<file path="config.mk">
export PLATFORM = sky130hd
export DESIGN_NAME = sys_ctrl_rx_flat
export DESIGN_NICKNAME = d
export VERILOG_FILES = /design/src/rtl/sys_ctrl_pkg.sv /design/src/rtl/sys_ctrl_rx_if.sv /design/src/rtl/sys_ctrl_timeout.sv /design/src/rtl/sys_ctrl_rx.sv /design/src/flat_wrapper.sv
export SDC_FILE = /design/constraint.sdc
export NUM_CORES = 1
export LEC_CHECK = 0
export ABC_AREA = 0
export CAP_MARGIN = 20
export CORE_MARGIN = 3
export CORE_UTILIZATION = 40
export CTS_CLUSTER_SIZE = 16
export DETAILED_ROUTE_END_ITERATION = 10
export PLACE_DENSITY_LB_ADDON = 0.15
export SETUP_SLACK_MARGIN = 0.05
export SYNTH_ARGS = -nofsm -noshare
export SYNTH_HDL_FRONTEND = slang
export SYNTH_HIERARCHICAL = 1
export SYNTH_SLANG_ARGS = --single-unit
</file>
<file path="constraint.sdc">
create_clock -name CLK -period 2.65 [get_ports CLK]
set_clock_uncertainty 0.2 [all_clocks]
set_input_delay 0.265 -clock CLK [delete_from_list [all_inputs] [get_ports CLK]]
set_output_delay 0.265 -clock CLK [all_outputs]
set_load 0.01 [all_outputs]
</file>
<file path="src/rtl/sys_ctrl_pkg.sv">
// sys_ctrl_pkg: shared definitions for the system-controller receive path.
// Holds the frame opcodes, the parser state encoding, the register-file
// addresses that receive ALU operands A and B, and the timeout counter width.
package sys_ctrl_pkg;

   localparam logic [7:0] OPC_WR     = 8'hAA;
   localparam logic [7:0] OPC_RD     = 8'hBB;
   localparam logic [7:0] OPC_ALU_OP = 8'hCC;
   localparam logic [7:0] OPC_ALU_NO = 8'hDD;

   localparam int unsigned ALU_OPA_ADDR = 0;
   localparam int unsigned ALU_OPB_ADDR = 1;

   localparam int unsigned TO_CNT_WIDTH = 16;

   typedef enum logic [2:0] {
      ST_IDLE,
      ST_WR_ADDR,
      ST_WR_DATA,
      ST_RD_ADDR,
      ST_OP_A,
      ST_OP_B,
      ST_ALU_FUN
   } state_t;

   // States in which the ALU clock must already be running.
   function automatic logic is_alu_state(state_t s);
      return (s == ST_OP_A) || (s == ST_OP_B) || (s == ST_ALU_FUN);
   endfunction

endpackage

</file>
<file path="src/rtl/sys_ctrl_rx_if.sv">
// sys_ctrl_rx_if: bundle between the bus synchronizer, the command decoder
// and the register file / ALU.
//   RX_P_DATA, RX_D_VLD      : synchronized byte and its one-cycle valid
//   RF_WrEn, RF_RdEn         : register-file write / read strobes
//   RF_Address, RF_WrData    : register-file address and write data
//   ALU_EN, ALU_FUN          : ALU execute strobe and function code
//   CLK_GATE_EN              : ALU clock-gate enable
//   FRAME_ABORT              : pulse when a partial frame times out
// master: byte source side; slave: command decoder side.
interface sys_ctrl_rx_if #(
   parameter int unsigned DATA_WIDTH = 8,
   parameter int unsigned ADDR_WIDTH = 4
);
   logic [DATA_WIDTH-1:0] RX_P_DATA;
   logic                  RX_D_VLD;
   logic                  RF_WrEn;
   logic                  RF_RdEn;
   logic [ADDR_WIDTH-1:0] RF_Address;
   logic [DATA_WIDTH-1:0] RF_WrData;
   logic                  ALU_EN;
   logic [3:0]            ALU_FUN;
   logic                  CLK_GATE_EN;
   logic                  FRAME_ABORT;

   modport master (
      output RX_P_DATA, RX_D_VLD,
      input  RF_WrEn, RF_RdEn, RF_Address, RF_WrData,
      input  ALU_EN, ALU_FUN, CLK_GATE_EN, FRAME_ABORT
   );

   modport slave (
      input  RX_P_DATA, RX_D_VLD,
      output RF_WrEn, RF_RdEn, RF_Address, RF_WrData,
      output ALU_EN, ALU_FUN, CLK_GATE_EN, FRAME_ABORT
   );
endinterface

</file>
<file path="src/rtl/sys_ctrl_timeout.sv">
// sys_ctrl_timeout: inter-byte inactivity counter.
//   CLK, RST : clock, asynchronous active-high reset
//   clr      : clear counter (has priority over en)
//   en       : count this cycle
//   tc       : combinational terminal count; high in the cycle whose count
//              step brings the counter to TIMEOUT, so the caller can act on
//              the same edge
module sys_ctrl_timeout
   import sys_ctrl_pkg::*;
#(
   parameter int unsigned TIMEOUT = 255
) (
   input  logic CLK,
   input  logic RST,
   input  logic clr,
   input  logic en,
   output logic tc
);

   logic [TO_CNT_WIDTH-1:0] cnt;

   always_ff @(posedge CLK or posedge RST) begin
      if (RST) begin
         cnt <= '0;
      end else if (clr) begin
         cnt <= '0;
      end else if (en) begin
         cnt <= cnt + 1'b1;
      end
   end

   assign tc = en && !clr && (cnt == TO_CNT_WIDTH'(TIMEOUT - 1));

endmodule

</file>
<file path="src/rtl/sys_ctrl_rx.sv">
// sys_ctrl_rx: command-frame parser of the system controller.
// Decodes AA/BB/CC/DD frames from the synchronized byte stream and issues
// registered one-cycle register-file and ALU strobes one cycle after the
// byte that completes each step. A partial frame that goes quiet for
// TIMEOUT cycles is dropped with a FRAME_ABORT pulse.
//   CLK, RST : clock, asynchronous active-high reset
//   bus      : sys_ctrl_rx_if slave (byte input, RF/ALU outputs)
//
// state       | meaning
// ------------+--------------------------------------------------
// ST_IDLE     | waiting for an opcode byte
// ST_WR_ADDR  | write frame, next byte is the address
// ST_WR_DATA  | write frame, next byte is the data
// ST_RD_ADDR  | read frame, next byte is the address
// ST_OP_A     | ALU frame, next byte is operand A (-> RF addr 0)
// ST_OP_B     | ALU frame, next byte is operand B (-> RF addr 1)
// ST_ALU_FUN  | next byte carries the ALU function code
module sys_ctrl_rx
   import sys_ctrl_pkg::*;
#(
   parameter int unsigned DATA_WIDTH = 8,
   parameter int unsigned ADDR_WIDTH = 4,
   parameter int unsigned TIMEOUT    = 255
) (
   input  logic         CLK,
   input  logic         RST,
   sys_ctrl_rx_if.slave bus
);

   state_t                state, state_nxt;
   logic [DATA_WIDTH-1:0] rx_byte;
   logic                  rx_vld;
   logic                  to_tc;

   logic [ADDR_WIDTH-1:0] addr_lat, addr_lat_d;
   logic [ADDR_WIDTH-1:0] rf_addr, rf_addr_d;
   logic [DATA_WIDTH-1:0] rf_wdata, rf_wdata_d;
   logic [3:0]            alu_fun, alu_fun_d;
   logic                  wr_en, wr_en_d;
   logic                  rd_en, rd_en_d;
   logic                  alu_en, alu_en_d;
   logic                  gate, gate_d;
   logic                  abort, abort_d;

   assign rx_byte = bus.RX_P_DATA;
   assign rx_vld  = bus.RX_D_VLD;

   // Counter only runs mid-frame; any byte restarts the idle window.
   sys_ctrl_timeout #(.TIMEOUT(TIMEOUT)) u_timeout (
      .CLK (CLK),
      .RST (RST),
      .clr (rx_vld || (state == ST_IDLE)),
      .en  (state != ST_IDLE),
      .tc  (to_tc)
   );

   always_ff @(posedge CLK or posedge RST) begin
      if (RST) begin
         state    <= ST_IDLE;
         addr_lat <= '0;
         rf_addr  <= '0;
         rf_wdata <= '0;
         alu_fun  <= '0;
         wr_en    <= 1'b0;
         rd_en    <= 1'b0;
         alu_en   <= 1'b0;
         gate     <= 1'b0;
         abort    <= 1'b0;
      end else begin
         state    <= state_nxt;
         addr_lat <= addr_lat_d;
         rf_addr  <= rf_addr_d;
         rf_wdata <= rf_wdata_d;
         alu_fun  <= alu_fun_d;
         wr_en    <= wr_en_d;
         rd_en    <= rd_en_d;
         alu_en   <= alu_en_d;
         gate     <= gate_d;
         abort    <= abort_d;
      end
   end

   // A byte arriving on the terminal-count cycle takes priority over the abort.
   always_comb begin
      state_nxt = state;
      if (rx_vld) begin
         case (state)
            ST_IDLE: begin
               if (rx_byte == DATA_WIDTH'(OPC_WR))
                  state_nxt = ST_WR_ADDR;
               else if (rx_byte == DATA_WIDTH'(OPC_RD))
                  state_nxt = ST_RD_ADDR;
               else if (rx_byte == DATA_WIDTH'(OPC_ALU_OP))
                  state_nxt = ST_OP_A;
               else if (rx_byte == DATA_WIDTH'(OPC_ALU_NO))
                  state_nxt = ST_ALU_FUN;
               else
                  state_nxt = ST_IDLE;
            end
            ST_WR_ADDR: state_nxt = ST_WR_DATA;
            ST_WR_DATA: state_nxt = ST_IDLE;
            ST_RD_ADDR: state_nxt = ST_IDLE;
            ST_OP_A:    state_nxt = ST_OP_B;
            ST_OP_B:    state_nxt = ST_ALU_FUN;
            ST_ALU_FUN: state_nxt = ST_IDLE;
            default:    state_nxt = ST_IDLE;
         endcase
      end else if (to_tc) begin
         state_nxt = ST_IDLE;
      end
   end

   // Next values of the output registers; address/data/function hold by default.
   always_comb begin
      addr_lat_d = addr_lat;
      rf_addr_d  = rf_addr;
      rf_wdata_d = rf_wdata;
      alu_fun_d  = alu_fun;
      wr_en_d    = 1'b0;
      rd_en_d    = 1'b0;
      alu_en_d   = 1'b0;
      abort_d    = 1'b0;
      if (rx_vld) begin
         case (state)
            ST_WR_ADDR: addr_lat_d = rx_byte[ADDR_WIDTH-1:0];
            ST_WR_DATA: begin
               wr_en_d    = 1'b1;
               rf_addr_d  = addr_lat;
               rf_wdata_d = rx_byte;
            end
            ST_RD_ADDR: begin
               rd_en_d   = 1'b1;
               rf_addr_d = rx_byte[ADDR_WIDTH-1:0];
            end
            ST_OP_A: begin
               wr_en_d    = 1'b1;
               rf_addr_d  = ADDR_WIDTH'(ALU_OPA_ADDR);
               rf_wdata_d = rx_byte;
            end
            ST_OP_B: begin
               wr_en_d    = 1'b1;
               rf_addr_d  = ADDR_WIDTH'(ALU_OPB_ADDR);
               rf_wdata_d = rx_byte;
            end
            ST_ALU_FUN: begin
               alu_en_d  = 1'b1;
               alu_fun_d = rx_byte[3:0];
            end
            default: ;
         endcase
      end else begin
         abort_d = to_tc;
      end
      // Registered gate tracks the next state, and stays on for the ALU_EN cycle.
      gate_d = is_alu_state(state_nxt) || alu_en_d;
   end

   assign bus.RF_WrEn     = wr_en;
   assign bus.RF_RdEn     = rd_en;
   assign bus.RF_Address  = rf_addr;
   assign bus.RF_WrData   = rf_wdata;
   assign bus.ALU_EN      = alu_en;
   assign bus.ALU_FUN     = alu_fun;
   assign bus.CLK_GATE_EN = gate;
   assign bus.FRAME_ABORT = abort;

endmodule

</file>
<file path="src/flat_wrapper.sv">
// flat-port wrapper written by rule: the top's interface ports become plain ports
module sys_ctrl_rx_flat import sys_ctrl_pkg::*;
#(
   parameter int unsigned DATA_WIDTH = 8,
   parameter int unsigned ADDR_WIDTH = 4,
   parameter int unsigned TIMEOUT    = 255
)
  (CLK, RST, bus_RX_P_DATA, bus_RX_D_VLD, bus_RF_WrEn, bus_RF_RdEn, bus_RF_Address, bus_RF_WrData, bus_ALU_EN, bus_ALU_FUN, bus_CLK_GATE_EN, bus_FRAME_ABORT);
  sys_ctrl_rx_if #(.DATA_WIDTH(DATA_WIDTH), .ADDR_WIDTH(ADDR_WIDTH)) bus_i ();
  input  logic CLK;
  input  logic RST;
  input wire logic [$bits(bus_i.RX_P_DATA)-1:0] bus_RX_P_DATA;
  input wire logic [$bits(bus_i.RX_D_VLD)-1:0] bus_RX_D_VLD;
  output wire logic [$bits(bus_i.RF_WrEn)-1:0] bus_RF_WrEn;
  output wire logic [$bits(bus_i.RF_RdEn)-1:0] bus_RF_RdEn;
  output wire logic [$bits(bus_i.RF_Address)-1:0] bus_RF_Address;
  output wire logic [$bits(bus_i.RF_WrData)-1:0] bus_RF_WrData;
  output wire logic [$bits(bus_i.ALU_EN)-1:0] bus_ALU_EN;
  output wire logic [$bits(bus_i.ALU_FUN)-1:0] bus_ALU_FUN;
  output wire logic [$bits(bus_i.CLK_GATE_EN)-1:0] bus_CLK_GATE_EN;
  output wire logic [$bits(bus_i.FRAME_ABORT)-1:0] bus_FRAME_ABORT;
  assign bus_i.RX_P_DATA = bus_RX_P_DATA;
  assign bus_i.RX_D_VLD = bus_RX_D_VLD;
  assign bus_RF_WrEn = bus_i.RF_WrEn;
  assign bus_RF_RdEn = bus_i.RF_RdEn;
  assign bus_RF_Address = bus_i.RF_Address;
  assign bus_RF_WrData = bus_i.RF_WrData;
  assign bus_ALU_EN = bus_i.ALU_EN;
  assign bus_ALU_FUN = bus_i.ALU_FUN;
  assign bus_CLK_GATE_EN = bus_i.CLK_GATE_EN;
  assign bus_FRAME_ABORT = bus_i.FRAME_ABORT;
  sys_ctrl_rx #(.DATA_WIDTH(DATA_WIDTH), .ADDR_WIDTH(ADDR_WIDTH), .TIMEOUT(TIMEOUT)) u_core (.CLK(CLK), .RST(RST), .bus(bus_i));
endmodule
</file>
==> results by group, run 1 <==
Floorplan
  – Initial Util: about two fifths
  – Core area: 5205 sq um
  – Chip Width: 79.86 um
  – Die Height: ~80 um
  – Die footprint: 6378 sq um
  – Total I/O pin count: 32
  – FP Rows: 26

Finish
  – Most common cell after layout, fill and taps aside: dfrtp_1
  – Commonest cells after routing, fill and taps aside: dfrtp_1, clkdlybuf4s50_1, nor2_1
  – Layout Cells excl Fill: approximately 310
  – Final nets: 254
  – Share of layout cells above drive strength 1: between 10% and 20%
  – Register Area: around 1100 sq um
  – Area of the multi-input gates: between 900 and 1000 sq um
  – Antenna cells: 0
  – Filler cell count: approximately 500
  – Area growth from synthesis to layout: 23.51%
  – Final Core Density: between 50 and 60%

Route
  – DR iter-0 viols: a little over 60
  – Routed Antenna Nets: 0
  – Post-Route WL: ~4200 um
  – DRT Pass-1 Iters: 4
  – DR DRC count: 0
  – Via count: between 1500 and 2000
  – Vias per Instance: about 4.9
  – Post-DR wirelength/cell: 13.61 um

Clock network
  – CTS Sinks: 44
  – Worst-skew pair later-pin latency: 0.29 ns
  – Post CTS Setup Buffer Count: 0
  – H-tree depth: 2
  – Clock tree buffer depth: 2
  – Cts repair resizes: 0
  – CTS hold repair buffers: 0
  – Clock transition at path regs: approximately 0.090 ns
  – Num CTS Buffers: 5
  – CTS tree: yes
  – Clock Tree Root: clkbuf_8

Timing
  – Slew Limit Fails: 0
  – Max Freq: about 450 MHz
  – Setup TNS: 0 ns
  – Crit path time final: between 2 and 2.5 ns
  – Final hold vios: 0
  – Relative slew slack: between 50% and 60%
  – RSZ-0062 raised after global routing: no
  – Final setup viols: 0
  – Fin crit share: about 84%
  – Worst-Margin Slew: between 0.6 and 0.7 ns

Power
  – Peak supply drop: between 0.0004 and 0.0005 V
  – Clock power frac: 31.4%
  – Power per cell area: ~600 nW/um^2
  – NetSw: 0.4164 mW
  – Int Pwr: between 1 and 1.5 mW
  – Seq pwr share: roughly half
  – Sw frac: roughly a quarter
  – LEAKAGE: 1.218 nW
  – Gate power share: 20.3%

Synthesis
  – Synth area leaders: dfrtp_1, nor2_1, mux2_2
  – Post-synth EDFFs: 0
  – Post-synth top area cell: dfrtp_1
  – Mean area per synthesized cell: roughly 11 sq um
  – Ys flop type: dfrtp_1
  – Post-synthesis sequential area ratio: about half
  – Mapped cell area: 2182 sq um
  – Yosys warns: 6
  – Post-Syn Instances: 204
  – FF+latch count, synth: 44
  – Ys async rst share: 100.0%
  – Synth top area share: 50.46%
  – Synth cell types: 50
  – Syn_nets: approximately 220

Global route
  – Largest net degree at the start of global routing: 29
  – Initial antenna violation count: 0
  – Vias in the first global route: roughly 1600
  – First-pass GRT wire length: 7376 um
  – Total grt overflow: 0
  – GRT Overall Usage: between 10% and 20%

Placement
  – Final GP Congestion: about 0.76
  – Placed cells: 304
  – Count of input and output buffers: 31
  – DP Wirelength: approximately 3100 um

Worst setup path
  – WP data arrival: approximately 2.3 ns
  – Worst-path cell chain: or3_1 -> nand2_1 -> or2_2 -> nor3b_1 -> nand4_1 -> nor2_1 -> nor3b_1 -> a21oi_1 -> a22o_1 -> a21o_1
  – WS Path Type: reg2reg
  – Worst path required time: 2.69 ns
  – Worst path bufs/invs: 0
  – CP max-delay cell: dfrtp_1
  – CP Capture Type: flip-flop
  – Critical path fanouts, max: 4
  – CP most frequent cell: nor3b_1
  – Startpoint class of the critical path: flip-flop
  – CP peak stage delay: between 0.3 and 0.4 ns
  – Critical path's top delay family: simple AND/OR/NAND/NOR gates

Min path
  – HP Class: in2async

Flow run
  – Max cap viols: 0

Run status
  – Run status: finished clean
==> layer usage <==
layer	GRT usage [%]	up-vias	wire [um]
met3	3.273	5	127
met1	19.90	722	2126
met2	23.46	21	1949
met5	0	-	0
li1	-	769	-
met4	4.223	0	43
==> power groups by stage <==
| stage | logic, mW | clock network [mW] | registers (mW) |
|---|---|---|---|
| global placement | 0.339 | 0 | 0.814 |
| detailed placement | 0.341 | 0 | 0.814 |
| CTS | 0.342 | 0.539 | 0.803 |
| finish | 0.337 | 0.521 | 0.802 |
| floorplan | 0.128 | 0 | 0.841 |
| global route | 0.368 | 0.569 | 0.814 |
==> area by class of cell <==
| type | instances | area share [%] |
|---|---|---|
| Clock buffer | 5 | 2.553 |
| Clock inverter | 3 | 1.764 |
| Inverter | 12 | 1.671 |
| Multi-Input combinational cell | 140 | 36.44 |
| Sequential cell | 44 | 40.85 |
| Tap cell | 70 | 3.250 |
| Timing Repair Buffer | 38 | 13.46 |
==> cells in the mapped netlist (2+ instances only) <==
library cell,count
clkbuf_1,2
a31oi_1,3
nand2_1,18
mux2_2,7
nand4_1,5
xnor2_1,7
buf_6,2
xor2_1,5
dfrtp_1,44
nor2b_1,6
and3_1,2
buf_4,2
a21oi_1,4
o21ai_0,10
nor2_1,25
nand3_1,5
nor4_2,2
nand2b_1,2
nor3_1,2
mux2_4,5
inv_1,12
nand3_2,2
ha_1,2
nand4_4,2
nor3b_1,3
==> path summary, 6_finish.rpt <==
path	startpoint	end	slack (ns)	depth (start not counted)
max in group asynchronous	RST	u_core/u_timeout/cnt[4]	1.66	2
setup reg to reg	u_core/state[2]	u_core/bus.CLK_GATE_EN	0.42	10
setup / recovery	u_core/state[2]	u_core/bus.CLK_GATE_EN	0.42	10
min in group CLK	u_core/bus.ALU_FUN[1]	u_core/bus.ALU_FUN[1]	0.29	2
hold reg to reg	u_core/bus.ALU_FUN[1]	u_core/bus.ALU_FUN[1]	0.29	2
hold / removal	RST	u_core/bus.FRAME_ABORT	0.16	3
==> stage by stage <==
| step | setup WS, ns | area (sq um) | hold slack, ns | total power, mW |
|---|---|---|---|---|
| final | 0.4174 | 2695 | 0.1558 | 1.660 |
| after global routing | 0.2268 | 2695 | 0.2284 | 1.752 |
| after CTS | 0.4258 | 2695 | 0.1716 | 1.684 |
| after detailed placement | 0.1377 | 2579 | 0.2730 | 1.155 |
| after global placement | 0.2347 | 2579 | 0.2658 | 1.154 |
| after floorplan | 0.2107 | 2182 | -0.02126 | 0.9688 |
==> worst register-to-register path: cells and delay by family (launching register included) <==
family	cells	cell delay (ns)
AND/OR/NAND/NOR	7	1.17
AO/OA/AOI/OAI	3	0.45
flip-flops	1	0.35
==> flip-flops by register name, summed over array words and instances (netlist names) <==
signal,count
u_core/u_timeout/cnt,16
u_core/bus.RF_WrData,8
u_core/addr_lat,4
u_core/bus.ALU_FUN,4
u_core/bus.RF_Address,4
u_core/state,3
u_core/bus.ALU_EN,1
u_core/bus.CLK_GATE_EN,1
u_core/bus.FRAME_ABORT,1
u_core/bus.RF_RdEn,1
u_core/bus.RF_WrEn,1
==> kinds of logic (layout without fill, tap and decap cells) <==
group	Yosys count	in the layout	share of synthesized area (%)
fa+ha+maj	2	2	1.147
simple gates	88	88	24.60
xor+xnor	12	12	4.816
flops	44	44	50.46
mux	13	13	7.512
compound gates	25	25	6.939
buf+inv	20	58	4.529
Note: power is estimated with default switching activity, not from simulation.
==> run 2: changes to the inputs <==
clock period = 2.2 ns   (was 2.65 ns; I/O delays follow)
==> run 2 against run 1 <==
  * Sequential cell count unchanged
  * Clock power increased by 16%
  * Sequential share of layout area decreased by 0.78 points
  * Setup slack got worse by 0.32 ns
  * Combinational power increased by 23%
  * Count of clock-buffer cells in the layout increased by 1
  * Highest routed layer unchanged
  * Total power increased by 19%
  * Maximum frequency increased by 6.3%
  * Die area unchanged
==> results by group, run 2 (synthesis results as in run 1) <==
Global route
  – Largest net degree at the start of global routing: 29
  – Grt met3 use: ~3.5%
  – Total grt overflow: 0
  – Initial antenna violation count: 0
  – First-pass GRT wire length: around 7500 um
  – Met2 Usage GRT: 19.95%
  – GRT Overall Usage: roughly 15%
  – GR Layer Usage met1: ~24%
  – Gr busiest metal: met1
  – Vias in the first global route: about 1500

Route
  – Vias per Instance: just under 5
  – Via count: approximately 1600
  – Post-Route WL: roughly 4400 um
  – DR DRC count: 0
  – Post-DR wirelength/cell: 13.82 um
  – DR iter-0 viols: 94
  – DRT Pass-1 Iters: 4
  – Routed Antenna Nets: 0

Worst setup path
  – Worst-path cell chain: or3_4 -> nand2_2 -> or2_4 -> nor3b_2 -> nand4_1 -> nor2_4 -> nor3b_1 -> a21oi_1 -> a22o_1 -> a21o_1
  – Worst R2R Start: u_core/state[2]
  – WS Path Type: reg2reg
  – CP max-delay cell: or3_4
  – WP data arrival: 2.09 ns
  – Crit. Startpoint: u_core/state[2]
  – Worst reg2reg path endpoint: u_core/bus.CLK_GATE_EN
  – Startpoint class of the critical path: flip-flop
  – CP peak stage delay: about 0.40 ns
  – FF-to-FF path depth: 10
  – CP Capture Type: flip-flop
  – R2R Setup Slk: approximately 0.10 ns
  – Worst path required time: around 2.2 ns
  – Critical path fanouts, max: 4

Finish
  – Antenna cells: 0
  – Final nets: approximately 260
  – Final Core Density: roughly 53%
  – Largest register by flop count: u_core/u_timeout/cnt
  – Commonest cells after routing, fill and taps aside: dfrtp_1, clkdlybuf4s50_1, nor2_1
  – Max FFs per register: 16
  – Area growth from synthesis to layout: 25.92%
  – Share of layout cells above drive strength 1: about 20%
  – Most common cell after layout, fill and taps aside: dfrtp_1
  – Filler cell count: 497
  – Post-route design area: about 2700 sq um
  – Layout Cells excl Fill: between 300 and 400

Floorplan
  – Die Height: around 80 um
  – Initial Util: between 40% and 50%
  – Total I/O pin count: 32
  – Chip Width: 79.86 um
  – Core area: 5205 sq um
  – FP Rows: 26
  – Die footprint: around 6400 sq um

Timing
  – Crit path time final: roughly 2.1 ns
  – Worst setup margin: around 0.10 ns
  – Final setup viols: 0
  – Setup TNS: 0 ns
  – Worst-Margin Slew: roughly 0.6 ns
  – Max Freq: 476.3 MHz
  – Fin crit share: between 90% and 100%
  – RSZ-0062 raised after global routing: yes
  – Hold Slack: 0.1182 ns
  – Final hold vios: 0
  – Slew Limit Fails: 0
  – Relative slew slack: ~60%

Clock network
  – Clock tree buffer depth: 2
  – H-tree depth: 2
  – CTS tree: yes
  – CTS Sinks: 44
  – Clock transition at path regs: around 0.08 ns
  – Worst-skew pair later-pin latency: 0.29 ns
  – Num CTS Buffers: 5
  – Clock Tree Root: clkbuf_8

Power
  – Tot Pwr: about 2 mW
  – LEAKAGE: 1.238 nW
  – Power per cell area: 720.9 nW/um^2
  – Peak supply drop: between 0.0005 and 0.0006 V

Flow run
  – Max cap viols: 0

Run status
  – Run status: finished clean

Placement
  – Placed cells: 307
  – Final GP Congestion: 0.7738
  – Pre-CTS WS: -0.2126 ns
  – Count of input and output buffers: 31
  – Post-place instance area: between 2000 and 3000 sq um
  – DP Wirelength: between 3000 and 4000 um

Min path
  – HP Class: in2async
==> run 2: changes by cell type in the layout (fill, tap and decap cells not counted), moves of 2 or more <==
cell | previous run | this run
buf_4 | 7 | 11
clkinv_4 | 2 | 0
nor3b_1 | 3 | 1
nor3b_2 | 1 | 3
==> run 2: timing repair <==
action,4_1_cts,5_1_grt
endpoints found under the setup margin,1,4
setup buffers,0,1
resized for setup,1,7
pin swaps,1,3
hold buffers,0,0
==> run 2: worst max-delay path by stage <==
stage	to	slack, ns	cells after the start
floorplan	u_core/bus.CLK_GATE_EN	-0.08	12
global placement	u_core/bus.CLK_GATE_EN	-0.13	11
detailed placement	u_core/bus.CLK_GATE_EN	-0.21	11
CTS	u_core/bus.CLK_GATE_EN	0.05	10
global route	u_core/bus.CLK_GATE_EN	-0.04	10
finish	u_core/bus.CLK_GATE_EN	0.10	10
==> run 2: worst max-delay path: cells and delay by family (launching register included) <==
family,cells,cell delay [ns]
compound gates,3,0.45
simple gates,7,0.97
flops,1,0.38
==> run 2: layout make-up <==
cell class | count | area (sq um) | area share (%)
Sequential cell | 44 | 1101 | 40.07
Multi-Input combinational cell | 140 | 1013 | 36.89
Timing Repair Buffer | 42 | 392.9 | 14.30
Tap cell | 70 | 87.58 | 3.188
Clock buffer | 6 | 72.57 | 2.641
Inverter | 12 | 45.04 | 1.639
Clock inverter | 2 | 35.03 | 1.275
==> run 2: power breakdown <==
part	switching, mW	leakage [nW]	internal [mW]	total, mW
registers	0.0510	0.600	0.910	0.961
clock network	0.269	0.0552	0.337	0.606
logic	0.164	0.582	0.249	0.413
total	0.484	1.24	1.50	1.98
==> run 2: routing by layer <==
metal / vias to the layer above / part of all wire [%]
met5: - / 0
li1: 780 / -
met3: 6 / 3.3
met2: 25 / 42
met1: 756 / 53
met4: 0 / 1.4
==> patch, RTL diff (settings of run 1) <==
`ADDR_WIDTH` is set to 4 in 3 places; all go to 3.
--- a/src/rtl/sys_ctrl_rx_if.sv
+++ b/src/rtl/sys_ctrl_rx_if.sv
@@ -9,7 +9,7 @@
 // master: byte source side; slave: command decoder side.
 interface sys_ctrl_rx_if #(
    parameter int unsigned DATA_WIDTH = 8,
-   parameter int unsigned ADDR_WIDTH = 4
+   parameter int unsigned ADDR_WIDTH = 3
 );
    logic [DATA_WIDTH-1:0] RX_P_DATA;
    logic                  RX_D_VLD;
--- a/src/rtl/sys_ctrl_rx.sv
+++ b/src/rtl/sys_ctrl_rx.sv
@@ -19,7 +19,7 @@
    import sys_ctrl_pkg::*;
 #(
    parameter int unsigned DATA_WIDTH = 8,
-   parameter int unsigned ADDR_WIDTH = 4,
+   parameter int unsigned ADDR_WIDTH = 3,
    parameter int unsigned TIMEOUT    = 255
 ) (
    input  logic         CLK,
--- a/src/flat_wrapper.sv
+++ b/src/flat_wrapper.sv
@@ -2,7 +2,7 @@
 module sys_ctrl_rx_flat import sys_ctrl_pkg::*;
 #(
    parameter int unsigned DATA_WIDTH = 8,
-   parameter int unsigned ADDR_WIDTH = 4,
+   parameter int unsigned ADDR_WIDTH = 3,
    parameter int unsigned TIMEOUT    = 255
 )
   (CLK, RST, bus_RX_P_DATA, bus_RX_D_VLD, bus_RF_WrEn, bus_RF_RdEn, bus_RF_Address, bus_RF_WrData, bus_ALU_EN, bus_ALU_FUN, bus_CLK_GATE_EN, bus_FRAME_ABORT);
Ports: changed (resized bus_RF_Address); port bits go from 32 to 31. The function was not compared with the original's and may differ.
==> patch against run 1 <==
Synthesized area rose by 0.63%; routed wire length is 0.59% higher; sequential cell count decreased by 2; critical endpoint unchanged; hold slack got worse by 0.0039 ns; largest cell class unchanged; first-iteration DRC count up 95%; setup slack lost 0.027 ns; cell area is 0.46% lower; core utilization shrank 0.24 points.
Power is not compared: it rests on default switching activity, and its combinational part moved more than twofold at a synthesized area within 25%.
==> patch: results <==
[detailed_routing]
avgRoutedWirePerCell_um = 14.24
initialDrtViolationCount = 121
num_vias = 1507

[setup_path]
arrival_ns = 2.26
reg2reg_slack_ns = 0.39
slowest_delay_ns = 0.36

[logic_synthesis]
yosys-top-cells-area = dfrtp_1 48%, mux2_4 11%, nor2_1 3.8%
synth_common_cells = 42 x dfrtp_1, 22 x nor2_1, 16 x mux2_4
ys_seq_area_share_pct = 47.86
synth_warnings = 6
ys_types = 50
syn-num-nets = 205
synth_cells = 192

[grt]
grt_pass1_wl_mm = 7.210
grt_pass1_vias = 1431
gr-usage-all-layers_pct = 14.78
grt_max_degree = 27

[power_and_ir_drop]
irDropWorstVdd_mv = 0.4711
power.net_switching_w = 0.0007871
total_power_w = 0.002427

[sta]
whs_ns = 0.1520
max_slew_margin_pct = 57.32

[clock_tree]
path_clk_slew_ns = 0.08

[placement]
placed_area_um2 = 2591
port_buffers = 30
place_inst = 292
gp_congestion = 0.7351
place.detailed.hpwl_mm = 3.060
dp_slack_ns = 0.1487

[layout]
layout-drive-gt1-share_pct = 20.00
regArea_um2 = 1051
fin_cells = 300
nNetsFinal = 242
fillerInstances = 469

[run_status]
status = finished, final reports clean
## patch: changes by cell type in the layout (fill, tap and decap cells not counted), sizes merged, moves of 3 or more
| cell | delta |
|---|---|
| nand2 | -9 |
| mux2 | +7 |
| o21ai | -6 |
| a21oi | -3 |
| nand4bb | +3 |
| nor2 | -3 |
## patch: metal layers
metal / global-route usage [%] / share of wire, %
met5: 0 / 0
met4: 3.885 / 0.89
met3: 5.045 / 3.9
met2: 20.78 / 43
met1: 21.57 / 52
## patch: logic make-up (layout without fill, tap and decap cells)
family | Yosys count | after routing | synth area share [%]
simple gates | 79 | 79 | 23.02
flops | 42 | 42 | 47.86
mux | 20 | 20 | 12.93
buf+inv | 19 | 57 | 4.273
compound gates | 18 | 18 | 5.983
xor+xnor | 12 | 12 | 4.786
fa+ha+maj | 2 | 2 | 1.139
## patch: layout make-up
type | count | share of cell area [%]
Sequential cell | 42 | 39.18
Multi-Input combinational cell | 131 | 39.18
Timing Repair Buffer | 38 | 13.43
Tap cell | 70 | 3.265
Clock buffer | 7 | 3.218
Inverter | 11 | 1.539
Clock inverter | 1 | 0.1866
## patch: worst max path at each step
stage | startpoint | depth (start not counted) | slack, ns | end
2_1_floorplan | u_core/state[1] | 12 | 0.13 | u_core/bus.CLK_GATE_EN
4_1_cts | u_core/state[2] | 10 | 0.38 | u_core/bus.CLK_GATE_EN
6_report | u_core/state[2] | 10 | 0.39 | u_core/bus.CLK_GATE_EN
5_1_grt | u_core/state[2] | 10 | 0.18 | u_core/bus.CLK_GATE_EN
3_5_place_dp | bus_RX_D_VLD | 10 | 0.15 | u_core/bus.CLK_GATE_EN
3_3_place_gp | bus_RX_D_VLD | 10 | 0.19 | u_core/bus.CLK_GATE_EN
